===== src/rtl/trigger_pkg.sv =====
// Shared types and constants for the multi-stage trigger sequencer.
package trigger_pkg;

  typedef enum logic [1:0] {
    IDLE,
    ARMED,
    DELAY,
    FIRED
  } trig_state_t;

  localparam logic [2:0] CFG_MASK  = 3'd0;
  localparam logic [2:0] CFG_VALUE = 3'd1;
  localparam logic [2:0] CFG_RISE  = 3'd2;
  localparam logic [2:0] CFG_FALL  = 3'd3;
  localparam logic [2:0] CFG_DELAY = 3'd4;
  localparam logic [2:0] CFG_CTRL  = 3'd5;

  // Fields are held at config-bus width; bits above the active width always read as zero.
  typedef struct packed {
    logic [31:0] mask;
    logic [31:0] value;
    logic [31:0] rise;
    logic [31:0] fall;
    logic [31:0] delay;
    logic        is_final;
  } trig_stage_cfg_t;

  // Keep only the low 'width' bits of a config word.
  function automatic logic [31:0] lsb_field(input logic [31:0] word, input int unsigned width);
    logic [31:0] keep;
    keep = '0;
    for (int i = 0; i < 32; i++) begin
      if (i < int'(width)) keep[i] = 1'b1;
    end
    return word & keep;
  endfunction

endpackage


===== src/rtl/trigger_stage_match.sv =====
// Combinational compare of one trigger stage: value/mask plus rising and falling edge terms.
module trigger_stage_match
  import trigger_pkg::*;
#(
  parameter int unsigned SAMPLE_WIDTH = 8
) (
  input  trig_stage_cfg_t          cfg,
  input  logic [SAMPLE_WIDTH-1:0]  data_in,
  input  logic [SAMPLE_WIDTH-1:0]  prev,
  output logic                     match
);

  logic [31:0] cur;
  logic [31:0] old;
  logic        value_ok;
  logic        rise_ok;
  logic        fall_ok;

  // Delay and final flag are consumed by the sequencer, not here.
  logic unused_cfg;
  assign unused_cfg = ^{cfg.delay, cfg.is_final};

  // Evaluate all three terms at config width; upper config bits are zero so they never veto.
  always_comb begin
    cur      = 32'(data_in);
    old      = 32'(prev);
    value_ok = ((cur ^ cfg.value) & cfg.mask) == '0;
    rise_ok  = (~old & cur & cfg.rise) == cfg.rise;
    fall_ok  = (old & ~cur & cfg.fall) == cfg.fall;
    match    = value_ok && rise_ok && fall_ok;
  end

endmodule


===== src/rtl/trigger_sequencer.sv =====
// Multi-stage trigger: per-stage match with optional delay, walked in order until the final stage.
module trigger_sequencer
  import trigger_pkg::*;
#(
  parameter int unsigned SAMPLE_WIDTH = 8,
  parameter int unsigned NUM_STAGES   = 4,
  parameter int unsigned DELAY_WIDTH  = 16,
  parameter int unsigned STG_W        = (NUM_STAGES > 1) ? $clog2(NUM_STAGES) : 1
) (
  input  logic                    clock,
  input  logic                    reset,
  input  logic                    cfg_wr,
  input  logic [STG_W-1:0]        cfg_stage,
  input  logic [2:0]              cfg_sel,
  input  logic [31:0]             cfg_data,
  input  logic                    arm,
  input  logic                    disarm,
  input  logic                    valid,
  input  logic [SAMPLE_WIDTH-1:0] data_in,
  output logic                    run,
  output logic                    trig_pulse,
  output logic                    armed,
  output logic [STG_W-1:0]        level
);

  trig_state_t             state_q, state_d;
  logic [STG_W-1:0]        level_q, level_d;
  logic                    run_q, run_d;
  logic                    pulse_q, pulse_d;
  logic [DELAY_WIDTH-1:0]  cnt_q, cnt_d;
  logic                    first_q, first_d;
  logic [SAMPLE_WIDTH-1:0] prev_q, prev_eff;
  trig_stage_cfg_t         cfg_q [NUM_STAGES];
  logic [NUM_STAGES-1:0]   stage_match;
  logic [STG_W-1:0]        final_idx;
  trig_stage_cfg_t         sel_cfg;
  logic                    cfg_open;
  logic                    advance;

  assign cfg_open = (state_q == IDLE) || (state_q == FIRED);

  // Config register file; writes only land while the sequencer is not walking stages.
  always_ff @(posedge clock or posedge reset) begin
    if (reset) begin
      for (int i = 0; i < int'(NUM_STAGES); i++) cfg_q[i] <= '0;
    end else if (cfg_wr && cfg_open && (32'(cfg_stage) < NUM_STAGES)) begin
      case (cfg_sel)
        CFG_MASK:  cfg_q[cfg_stage].mask     <= lsb_field(cfg_data, SAMPLE_WIDTH);
        CFG_VALUE: cfg_q[cfg_stage].value    <= lsb_field(cfg_data, SAMPLE_WIDTH);
        CFG_RISE:  cfg_q[cfg_stage].rise     <= lsb_field(cfg_data, SAMPLE_WIDTH);
        CFG_FALL:  cfg_q[cfg_stage].fall     <= lsb_field(cfg_data, SAMPLE_WIDTH);
        CFG_DELAY: cfg_q[cfg_stage].delay    <= lsb_field(cfg_data, DELAY_WIDTH);
        CFG_CTRL:  cfg_q[cfg_stage].is_final <= cfg_data[0];
        default: ;
      endcase
    end
  end

  // The first valid sample after arm acts as its own predecessor, so it cannot form an edge.
  assign prev_eff = first_q ? data_in : prev_q;

  for (genvar g = 0; g < int'(NUM_STAGES); g++) begin : g_stage
    trigger_stage_match #(
      .SAMPLE_WIDTH(SAMPLE_WIDTH)
    ) u_match (
      .cfg     (cfg_q[g]),
      .data_in (data_in),
      .prev    (prev_eff),
      .match   (stage_match[g])
    );
  end

  // Final stage is the lowest flagged one, else the last stage.
  always_comb begin
    final_idx = STG_W'(NUM_STAGES - 1);
    for (int i = int'(NUM_STAGES) - 1; i >= 0; i--) begin
      if (cfg_q[i].is_final) final_idx = STG_W'(i);
    end
  end

  assign sel_cfg = cfg_q[level_q];

  // Next-state logic: disarm beats arm, arm beats a match.
  always_comb begin
    state_d = state_q;
    level_d = level_q;
    run_d   = run_q;
    pulse_d = 1'b0;
    cnt_d   = cnt_q;
    first_d = first_q && !valid;
    advance = 1'b0;

    unique case (state_q)
      IDLE, FIRED: begin
        if (arm) begin
          state_d = ARMED;
          level_d = '0;
          run_d   = 1'b0;
          cnt_d   = '0;
          first_d = 1'b1;
        end
      end
      ARMED: begin
        if (arm) begin
          level_d = '0;
          cnt_d   = '0;
          first_d = 1'b1;
        end else if (valid && stage_match[level_q]) begin
          if (sel_cfg.delay == '0) begin
            advance = 1'b1;
          end else begin
            state_d = DELAY;
            cnt_d   = DELAY_WIDTH'(sel_cfg.delay - 32'd1);
          end
        end
      end
      DELAY: begin
        if (arm) begin
          state_d = ARMED;
          level_d = '0;
          cnt_d   = '0;
          first_d = 1'b1;
        end else if (valid) begin
          if (cnt_q == '0) advance = 1'b1;
          else             cnt_d   = cnt_q - DELAY_WIDTH'(1);
        end
      end
    endcase

    if (advance) begin
      if (level_q == final_idx) begin
        state_d = FIRED;
        run_d   = 1'b1;
        pulse_d = 1'b1;
      end else begin
        state_d = ARMED;
        level_d = level_q + STG_W'(1);
      end
    end

    if (disarm) begin
      state_d = IDLE;
      level_d = '0;
      run_d   = 1'b0;
      pulse_d = 1'b0;
    end
  end

  // Sequencer state, delay counter and edge history.
  always_ff @(posedge clock or posedge reset) begin
    if (reset) begin
      state_q <= IDLE;
      level_q <= '0;
      run_q   <= 1'b0;
      pulse_q <= 1'b0;
      cnt_q   <= '0;
      first_q <= 1'b0;
      prev_q  <= '0;
    end else begin
      state_q <= state_d;
      level_q <= level_d;
      run_q   <= run_d;
      pulse_q <= pulse_d;
      cnt_q   <= cnt_d;
      first_q <= first_d;
      if (valid) prev_q <= data_in;
    end
  end

  assign run        = run_q;
  assign trig_pulse = pulse_q;
  assign armed      = (state_q == ARMED) || (state_q == DELAY);
  assign level      = level_q;

endmodule


===== config.mk =====
export PLATFORM = sky130hd
export DESIGN_NAME = trigger_sequencer
export DESIGN_NICKNAME = d
export VERILOG_FILES = /design/src/rtl/trigger_pkg.sv /design/src/rtl/trigger_stage_match.sv /design/src/rtl/trigger_sequencer.sv
export SDC_FILE = /design/constraint.sdc
export NUM_CORES = 1
export LEC_CHECK = 0
export ABC_AREA = 1
export CORE_MARGIN = 5
export CORE_UTILIZATION = 65
export CTS_BUF_LIST = sky130_fd_sc_hd__clkbuf_2
export DETAILED_ROUTE_END_ITERATION = 12
export PLACE_DENSITY = 0.89
export REMOVE_ABC_BUFFERS = 1
export SLEW_MARGIN = 10
export SYNTH_ARGS = -nofsm -noshare
export SYNTH_HDL_FRONTEND = slang
export SYNTH_SLANG_ARGS = --single-unit

===== constraint.sdc =====
create_clock -name clock -period 42.4 [get_ports clock]
set_input_delay 8.48 -clock clock [delete_from_list [all_inputs] [get_ports clock]]
set_output_delay 8.48 -clock clock [all_outputs]
set_load 0.05 [all_outputs]

==> results.ini <==
[run_status]
outcome=finished clean

[final_layout]
nets=3580
area_delta_synth_final_pct=8.56
final_layout_size_suffix_gt1_share_pct=8.77
fin_area_um2=30900
seq_area_um2=16900
multi_input_area_um2=8690
fillers=3120

[cts]
clock_path_buffers=3
post_cts_resized=0
post_cts_buffers=0
cts-hold-fix-buffers=0
htree_num_levels=4
cts.clk_slew.worst_paths_ps=90
numCtsBuffers=162
clock_sinks=674
clkLatencyLatePin_ps=1360
cts-root-buf=clkbuf_2
cts_tree=done

[synth]
yosysTopAreaCell=dfrtp_1
syn_area_per_cell_um2=8.37
yosys.area_share.simple_pct=21.4
yosysWarnings=0
yosysUniqueCellTypes=40
ys_seq_area_share_pct=59.3
synth-seq-cells=674
synth_top_area_share_pct=59.3
synth_top_family_by_area=simple AND/OR/NAND/NOR gates
synth_compound_area_share_pct=8.35
synth_area_leaders=dfrtp_1, nand2_1, inv_1
muxShareOfSynthArea_pct=0
synth_xor_xnor_area_share_pct=0.462
mappedNetlistArea_um2=28400
synth_cells=3396
synth_fa_ha_area_share_pct=0.220

[timing]
max_slew_margin_pct=20.3
rsz0062_at_grt=false
setup_tns_ps=0
worstMarginPinSlew_ps=1190
finalSetupViolations=0
skew_ps=82.7
period_needed_ps=11860
fmax_ghz=0.0843
min_period_over_period_pct=28.0
hold_violations=0
drv_slew=0

[power]
power.density_nw_per_um2=51.5
ir_worst_vdd_mv=0.0386
p_leak_uw=0.0165

[detailed_routing]
viasPerCell=5.40
vias=22800
drtPass1Iterations=9
routed_wl_mm=66.1
ant_nets=0
wl_per_cell_um=15.6
drt_iter0_drc=2582
drc=0

[setup_path]
cp-start-kind=flop
endpoint_kind=output port
required_ps=33920
worstPathArrival_ps=3380
critPathMaxFanout=18
crit_type=flop to output port

[grt]
globalRouteOverflowTotal=0
grt_pass1_wl_mm=109
track_usage_pct=28.5
grt_pass1_vias=22600
grt_start_max_net_pins=143
antenna_found_initial=2

[placement]
numPortBuffers=39
hpwl_mm=43.6
dpl-instance-area_um2=29300
gp_congestion=0.933

[floorplan]
core-area_um2=43200
die_w_um=219
io_pins=56
placementRows=76
start_util_pct=65.8
die_area_um2=48000
die_height_um=219

[hold_path]
hp-class=flop to flop

[job]
drv_cap=0

==> cells in the mapped netlist, drive strengths merged <==
master   instances
nand2          743
o211ai           6
xor2            12
nand3           93
a22oi           10
a21oi           38
clkbuf          60
o32ai            3
or2              1
a31oi            1
or3              1
nor4             2
o31ai           11
buf             39
xnor2            3
clkinv           3
nand4           57
o21bai           2
inv            655
o2111ai          7
o21ai          255
nor2           609
o22ai           85
nor3            17
ha               5
dfrtp          674
a32oi            2
nand3b           2
==> placed cells by master (no fill, tap or decap), drive strengths merged, types with 3 or more instances in the layout <==
cell	count
bufinv	6
clkinvlp	5
buf	24
nand2	743
clkinv	31
inv	656
o21ai	255
o211ai	6
o32ai	3
nand4	57
dfrtp	674
nand3	93
o31ai	11
clkbuf	236
a22oi	10
clkdlybuf4s50	39
o2111ai	7
nor3	17
o22ai	85
nor2	609
diode	4
a21oi	38
ha	5
xnor2	3
xor2	12
==> power breakdown <==
part | internal [uW] | switching (uW) | total, uW
clock | 184 | 256 | 440
combinational | 122 | 243 | 366
sequential | 731 | 52.9 | 784
total | 1040 | 552 | 1590
==> metal layers <==
| layer | vias up | part of all wire, % | routed length, um | GRT usage [%] |
|---|---|---|---|---|
| li1 | 10700 | - | - | - |
| met1 | 10700 | 39 | 25800 | 37.2 |
| met2 | 1176 | 45 | 30000 | 43.4 |
| met3 | 259 | 10 | 6800 | 8.11 |
| met4 | 2 | 5.3 | 3470 | 16.2 |
| met5 | - | 0.065 | 43 | 0.833 |
==> critical path, cell delays in order, from the launching register on <==
cell and delay, ps:
dfrtp_1 390, inv_1 50, ha_1 320, clkinv_1 430, clkdlybuf4s50_1 860
==> layout make-up <==
class                   count  area share (%)
flip-flops and latches    674            54.7
inverters                 658            8.03
clock inverters            40            1.07
repair buffers             63            1.85
diodes                      4          0.0324
multi-input cells        1965            28.2
clock buffers             236            3.83
well taps                 585            2.37
==> through the flow <==
step / instances / util, % / hold WS [ps] / total power, uW / setup WS [ps]
2_1_floorplan: 3297 / - / 436 / 1050 / 15030
3_3_place_gp: 3945 / 67.9 / 449 / 1130 / 29560
3_5_place_dp: 3945 / 67.9 / 452 / 1150 / 29480
4_1_cts: 4221 / 71.4 / 474 / 1590 / 30440
5_1_grt: 4223 / 71.5 / 498 / 1690 / 30390
6_report: 4225 / 71.5 / 472 / 1590 / 30540
==> cells by family (layout without fill, tap and decap cells) <==
| family | count (synthesis) | after routing |
|---|---|---|
| and+or+nand+nor | 1525 | 1525 |
| buffers and inverters | 757 | 997 |
| DFF | 674 | 674 |
| AOI/OAI and AO/OA | 420 | 420 |
| xor gates and xnor gates | 15 | 15 |
| adders and majority gates | 5 | 5 |
| other | 0 | 4 |
==> final timing paths <==
kind                       startpoint                    endpoint  slack, ps  cells after the start
min                        cfg_q[156]                  cfg_q[156]        470                      2
min reg2reg                cfg_q[156]                  cfg_q[156]        470                      2
min in group asynchronous       reset  asynchronous set/reset pin       7760                      2
max                        state_q[0]                       armed      30540                      4
max reg2reg                state_q[0]                        flop      38410                     12
max in group asynchronous       reset  asynchronous set/reset pin      31210                      5
(Power assumes the default switching activity.)
